[src/rtl/seven_seg_scan_mux_if.sv]
// Bundle of the scanner's data-path signals. The master modport is the side that supplies
// the value/blank inputs; the slave modport is the scanner.
interface seven_seg_scan_mux_if #(
    parameter int NUM_DIGITS = 4
);
    localparam int IDX_W = (NUM_DIGITS > 1) ? $clog2(NUM_DIGITS) : 1;

    logic [4*NUM_DIGITS-1:0] value_in;
    logic                    load;
    logic [NUM_DIGITS-1:0]   blank_in;
    logic [3:0]              nibble_out;
    logic [NUM_DIGITS-1:0]   digit_en_n;
    logic [IDX_W-1:0]        digit_idx;
    logic                    frame_tick;
    logic                    pending;

    modport master (
        output value_in, load, blank_in,
        input  nibble_out, digit_en_n, digit_idx, frame_tick, pending
    );

    modport slave (
        input  value_in, load, blank_in,
        output nibble_out, digit_en_n, digit_idx, frame_tick, pending
    );
endinterface

[src/rtl/seven_seg_scan_mux.sv]
// Time-multiplexed seven-segment digit scanner with dead time and frame-synchronous value updates.
// Optional leading-zero suppression is enabled by defining SEVEN_SEG_LZ_BLANK_EN.
module seven_seg_scan_mux #(
    parameter int NUM_DIGITS  = 4,
    parameter int REFRESH_DIV = 3000,
    parameter int DEAD_CYCLES = 16
) (
    input  logic                 clk,
    input  logic                 rst,
    seven_seg_scan_mux_if.slave  bus
);
    localparam int IDX_W = (NUM_DIGITS > 1) ? $clog2(NUM_DIGITS) : 1;
    localparam int DIV_W = $clog2(REFRESH_DIV);
    localparam int VAL_W = 4 * NUM_DIGITS;
    localparam logic [DIV_W-1:0] DIV_LAST = DIV_W'(REFRESH_DIV - 1);
    localparam logic [DIV_W-1:0] DIV_DEAD = DIV_W'(DEAD_CYCLES);
    localparam logic [IDX_W-1:0] IDX_LAST = IDX_W'(NUM_DIGITS - 1);

    typedef enum logic [0:0] {
        ST_DEAD = 1'b0,
        ST_ON   = 1'b1
    } state_t;

    // With no dead time the slot starts directly in ON.
    localparam state_t ST_SLOT_START = (DEAD_CYCLES == 0) ? ST_ON : ST_DEAD;

    logic [DIV_W-1:0]      r_div;
    logic [IDX_W-1:0]      r_idx;
    state_t                r_state;
    logic [VAL_W-1:0]      r_display;
    logic [VAL_W-1:0]      r_pending_val;
    logic                  r_pending;
    logic [3:0]            r_nibble;
    logic [NUM_DIGITS-1:0] r_en_n;
    logic [IDX_W-1:0]      r_idx_out;
    logic                  r_frame_tick;

    logic                  w_div_last;
    logic                  w_frame_end;
    logic [3:0]            w_nibble;
    logic [NUM_DIGITS-1:0] w_lz;
    logic [NUM_DIGITS-1:0] w_en_n;

`ifdef SEVEN_SEG_LZ_BLANK_EN
    function automatic logic [NUM_DIGITS-1:0] lz_mask(input logic [VAL_W-1:0] v);
        logic [NUM_DIGITS-1:0] m;
        logic                  seen;
        m    = '0;
        seen = 1'b0;
        for (int i = NUM_DIGITS - 1; i > 0; i--) begin
            if (v[4*i +: 4] != 4'h0) begin
                seen = 1'b1;
            end else begin
                seen = seen;
            end
            m[i] = ~seen;
        end
        return m;
    endfunction

    assign w_lz = lz_mask(r_display);
`else
    assign w_lz = '0;
`endif

    assign w_div_last  = (r_div == DIV_LAST);
    assign w_frame_end = w_div_last && (r_idx == IDX_LAST);

    // Current-slot nibble and enable pattern, registered into the outputs below.
    always_comb begin
        w_nibble = 4'h0;
        w_en_n   = '1;
        for (int i = 0; i < NUM_DIGITS; i++) begin
            if (r_idx == IDX_W'(i)) begin
                w_nibble = r_display[4*i +: 4];
            end else begin
                w_nibble = w_nibble;
            end
            if ((r_state == ST_ON) && (r_idx == IDX_W'(i)) && !bus.blank_in[i] && !w_lz[i]) begin
                w_en_n[i] = 1'b0;
            end else begin
                w_en_n[i] = 1'b1;
            end
        end
    end

    // Slot timing FSM plus registered display outputs.
    always_ff @(posedge clk) begin
        if (rst) begin
            r_div        <= '0;
            r_idx        <= '0;
            r_state      <= ST_SLOT_START;
            r_nibble     <= 4'h0;
            r_en_n       <= '1;
            r_idx_out    <= '0;
            r_frame_tick <= 1'b0;
        end else begin
            if (w_div_last) begin
                r_div   <= '0;
                r_idx   <= (r_idx == IDX_LAST) ? '0 : (r_idx + IDX_W'(1));
                r_state <= ST_SLOT_START;
            end else begin
                r_div <= r_div + DIV_W'(1);
                r_idx <= r_idx;
                case (r_state)
                    ST_DEAD: r_state <= ((r_div + DIV_W'(1)) == DIV_DEAD) ? ST_ON : ST_DEAD;
                    ST_ON:   r_state <= ST_ON;
                    default: r_state <= ST_SLOT_START;
                endcase
            end
            r_nibble     <= w_nibble;
            r_en_n       <= w_en_n;
            r_idx_out    <= r_idx;
            r_frame_tick <= w_frame_end;
        end
    end

    // Double buffer: loads park in r_pending_val and commit only at the frame boundary.
    always_ff @(posedge clk) begin
        if (rst) begin
            r_display     <= '0;
            r_pending_val <= '0;
            r_pending     <= 1'b0;
        end else if (w_frame_end) begin
            r_pending_val <= r_pending_val;
            r_pending     <= 1'b0;
            if (bus.load) begin
                r_display <= bus.value_in;
            end else if (r_pending) begin
                r_display <= r_pending_val;
            end else begin
                r_display <= r_display;
            end
        end else begin
            r_display <= r_display;
            if (bus.load) begin
                r_pending_val <= bus.value_in;
                r_pending     <= 1'b1;
            end else begin
                r_pending_val <= r_pending_val;
                r_pending     <= r_pending;
            end
        end
    end

    assign bus.nibble_out = r_nibble;
    assign bus.digit_en_n = r_en_n;
    assign bus.digit_idx  = r_idx_out;
    assign bus.frame_tick = r_frame_tick;
    assign bus.pending    = r_pending;
endmodule

[src/flat_wrapper.sv]
// flat-port wrapper written by rule: the top's interface ports become plain ports
module seven_seg_scan_mux_flat 
#(
    parameter int NUM_DIGITS  = 4,
    parameter int REFRESH_DIV = 3000,
    parameter int DEAD_CYCLES = 16
)
  (clk, rst, bus_value_in, bus_load, bus_blank_in, bus_nibble_out, bus_digit_en_n, bus_digit_idx, bus_frame_tick, bus_pending);
  seven_seg_scan_mux_if #(.NUM_DIGITS(NUM_DIGITS)) bus_i ();
  input  logic clk;
  input  logic rst;
  input wire logic [$bits(bus_i.value_in)-1:0] bus_value_in;
  input wire logic [$bits(bus_i.load)-1:0] bus_load;
  input wire logic [$bits(bus_i.blank_in)-1:0] bus_blank_in;
  output wire logic [$bits(bus_i.nibble_out)-1:0] bus_nibble_out;
  output wire logic [$bits(bus_i.digit_en_n)-1:0] bus_digit_en_n;
  output wire logic [$bits(bus_i.digit_idx)-1:0] bus_digit_idx;
  output wire logic [$bits(bus_i.frame_tick)-1:0] bus_frame_tick;
  output wire logic [$bits(bus_i.pending)-1:0] bus_pending;
  assign bus_i.value_in = bus_value_in;
  assign bus_i.load = bus_load;
  assign bus_i.blank_in = bus_blank_in;
  assign bus_nibble_out = bus_i.nibble_out;
  assign bus_digit_en_n = bus_i.digit_en_n;
  assign bus_digit_idx = bus_i.digit_idx;
  assign bus_frame_tick = bus_i.frame_tick;
  assign bus_pending = bus_i.pending;
  seven_seg_scan_mux #(.NUM_DIGITS(NUM_DIGITS), .REFRESH_DIV(REFRESH_DIV), .DEAD_CYCLES(DEAD_CYCLES)) u_core (.clk(clk), .rst(rst), .bus(bus_i));
endmodule
[config.mk]
export PLATFORM = sky130hd
export DESIGN_NAME = seven_seg_scan_mux_flat
export DESIGN_NICKNAME = d
export VERILOG_FILES = /design/src/rtl/seven_seg_scan_mux_if.sv /design/src/rtl/seven_seg_scan_mux.sv /design/src/flat_wrapper.sv
export SDC_FILE = /design/constraint.sdc
export NUM_CORES = 1
export LEC_CHECK = 0
export ABC_AREA = 0
export CAP_MARGIN = 20
export CORE_ASPECT_RATIO = 1.75
export CORE_MARGIN = 2
export CORE_UTILIZATION = 35
export DETAILED_ROUTE_END_ITERATION = 7
export GPL_TIMING_DRIVEN = 0
export PLACE_DENSITY_LB_ADDON = 0.08
export SETUP_SLACK_MARGIN = 0.15
export SLEW_MARGIN = 10
export SYNTH_ARGS = -nofsm -noshare
export SYNTH_HDL_FRONTEND = slang
export SYNTH_SLANG_ARGS = --single-unit
[constraint.sdc]
create_clock -name clk -period 4.1 [get_ports clk]
set_input_delay 0.82 -clock clk [delete_from_list [all_inputs] [get_ports clk]]
set_output_delay 0.82 -clock clk [all_outputs]
set_load 0.05 [all_outputs]
==> metrics <==
CP Capture Type flip-flop; Mapped Cells 274; largest net degree at the start of global routing 11; Worst-Skew Late Latency 330 ps; Area Growth Syn to Fin 27.32%; Final Hold Viols 0; Max FO, Critical Path 10; Yosys reg bits 59; CP startpoint kind flip-flop; final hold slack 462.3 ps; clock skew after layout 5.421 ps; Antenna diodes 0; post-CTS sizing 0; Area contributors post-synth dfxtp_1 45%, mux2i_1 12%, a211oi_2 6.6%; relative slew slack 47.68%; die area 8303 µm²; I/O Buffers 32; Final HPWL DP 4.426 mm; CTS HTree Levels 3; CTS clk-pin slew, worst paths 50 ps; Iter 0 DRT Violations 100; gpl congestion 0.7844; register area share after synthesis 44.61%; critical path type flip-flop to flip-flop; largest area contributor in the netlist dfxtp_1; Root Buffer clkbuf_16; first-pass GRT wire length 10.41 mm; min cycle time layout 2383 ps; Post-CTS Setup Inserts 0; Setup Slack @ Placement 1740 ps; crit share post-route 58.12%; hold-critical path depth 2; residual DRC count 0; drt pass-1 iters 4; # hold bufs at CTS 0; IO Pins 35; CTS sink cnt 59; Peak supply drop 212.5 µV; final wirelength 5.921 mm; RSZ-0062 raised after global routing false; die height 119.1 µm; CTS Buffer Depth 2; Fillers 769; Cell Rows 42; Synth Cell Area 2648 µm²; maximum capacitance violations 0; initial core utilization 35.48%; initial antenna violation count 0; final setup fails 0; Ys Warns 0; Routed Antenna Nets 0; Netlist cell types 40; status completed; LEAKAGE 1.294 nW; f_max 0.4196 GHz; Worst Max-Slew Pin Slew 784.8 ps; vias per cell 4.878; P per Cell Area 414.2 nW/µm²; post-synth top area share 44.61%; Syn Area/Cell 9.663 µm²; Tot GR Track Use 16.44%; Nets 345; Routed wire per std cell 14.44 µm; vias 2,000; worst-case reg-to-reg path depth 8; Core Area 7462 µm²; cts bufs inserted 9; aggregate global routing overflow 0; final worst slack 1717 ps; fraction of layout cells with a size suffix above 1 13.66%; WP data arrival 2580 ps; syn nets 302; die span in x 69.75 µm; CTS tree done; Worst Hold Class flip-flop to flip-flop; Req. time, crit path 4300 ps; number of global-route vias before repair 2,193; Max Slew Vio Count 0; setup TNS 0 ps
-- registers in the layout, indices dropped and copies added, names as in the netlist --
name,flops
u_core.bus.pending,1
u_core.bus.nibble_out,4
u_core.bus.frame_tick,1
u_core.r_pending_val,16
u_core.bus.digit_en_n,4
u_core.r_display,16
u_core.r_idx,2
u_core.bus.digit_idx,2
u_core.r_div,12
u_core.r_state,1
-- placed cells by master, fill, tap and decap left out, types with 2 or more instances in the layout --
master	netlist	layout
a211oi_1	3	3
or3_1	3	3
nor2_2	4	4
nor3_1	5	5
dfxtp_1	59	59
xnor2_1	4	4
nor2b_1	2	2
xor2_1	4	4
ha_1	5	5
a211oi_2	14	14
and4_1	2	2
buf_4	2	2
nand3_1	3	3
clkbuf_8	0	4
nand2_1	21	21
inv_1	6	6
buf_2	2	2
nor2_1	40	40
nand4_1	2	2
o21ai_0	9	9
clkdlybuf4s50_1	0	32
mux2i_1	32	32
clkbuf_1	9	11
clkbuf_16	0	9
buf_6	3	3
a21oi_1	15	15
nand3b_1	4	4
and3b_1	4	4
and3_1	3	3
-- final cells by class --
cell class | count | area (µm²) | area share (%)
Clock inverter | 1 | 5.005 | 0.1485
Tap cell | 88 | 110.1 | 3.267
Sequential cell | 59 | 1181 | 35.04
Multi-Input combinational cell | 191 | 1326 | 39.35
Inverter | 6 | 22.52 | 0.6682
Buffer | 18 | 117.6 | 3.489
Timing Repair Buffer | 32 | 320.3 | 9.503
Clock buffer | 15 | 287.8 | 8.537
-- routing by layer --
| metal | routed length [µm] | share of wire (%) | track usage [%] |
|---|---|---|---|
| met5 | 0 | 0 | 0 |
| met4 | 171 | 2.9 | 8.654 |
| met3 | 206 | 3.5 | 5.245 |
| met2 | 3327 | 56 | 30.29 |
| met1 | 2215 | 37 | 15.99 |
-- synthesized netlist by cell type, drive strengths merged --
cell type	instances
dfxtp	59
nor2	44
mux2i	32
nand2	21
a211oi	17
a21oi	15
clkbuf	10
o21ai	10
buf	8
inv	6
nor3	6
ha	5
and3b	4
nand3b	4
xnor2	4
xor2	4
and3	3
nand3	3
nand4	3
or3	3
and4	2
nor2b	2
a32oi	1
and4b	1
nand2b	1
nand4b	1
nor3b	1
nor4	1
o211ai	1
o41ai	1
or4	1
-- final timing paths --
path	slack, ps	start	end
min	460	u_core.r_display[12]	u_core.bus.nibble_out[0]
min reg2reg	460	u_core.r_display[12]	u_core.bus.nibble_out[0]
max reg2reg	1720	u_core.r_div[0]	u_core.r_pending_val[5]
max	1720	u_core.r_div[0]	u_core.r_pending_val[5]
-- metrics by stage --
step	power [W]	instance area (µm²)	instances	utilization, %
after floorplan	0.0006565	2648	274	-
after global placement	0.0006922	3078	394	41.25
after detailed placement	0.0006931	3078	394	41.25
after CTS	0.001427	3371	410	45.17
after global routing	0.001462	3371	410	45.17
final	0.001396	3371	410	45.17
-- report_power, final --
| group | switching [W] | leakage, nW | internal, W | total (W) |
|---|---|---|---|---|
| clock network | 0.000243 | 0.146 | 0.000473 | 0.000716 |
| logic | 0.0000429 | 0.669 | 0.0000428 | 0.0000857 |
| registers | 0.00000734 | 0.479 | 0.000587 | 0.000595 |
-- critical path, stage by stage (launching register included) --
cell,delay (ps)
dfxtp_1,420
ha_1,300
nand4b_1,140
or4_1,430
buf_6,160
o21ai_4,330
buf_12,200
mux2i_1,230
nor2_1,50
-- cell families (layout without fill, tap and decap cells) --
family	count (synthesis)	in the layout	share of synthesized area (%)
AND/OR/NAND/NOR	101	101	19.42
flip-flops	59	59	44.61
AO/OA/AOI/OAI	45	45	13.56
multiplexers	32	32	12.10
buffers and inverters	24	72	5.292
XOR/XNOR	8	8	2.646
adder cells (fa/ha/maj)	5	5	2.363
Note: power is estimated with default switching activity, not from simulation.
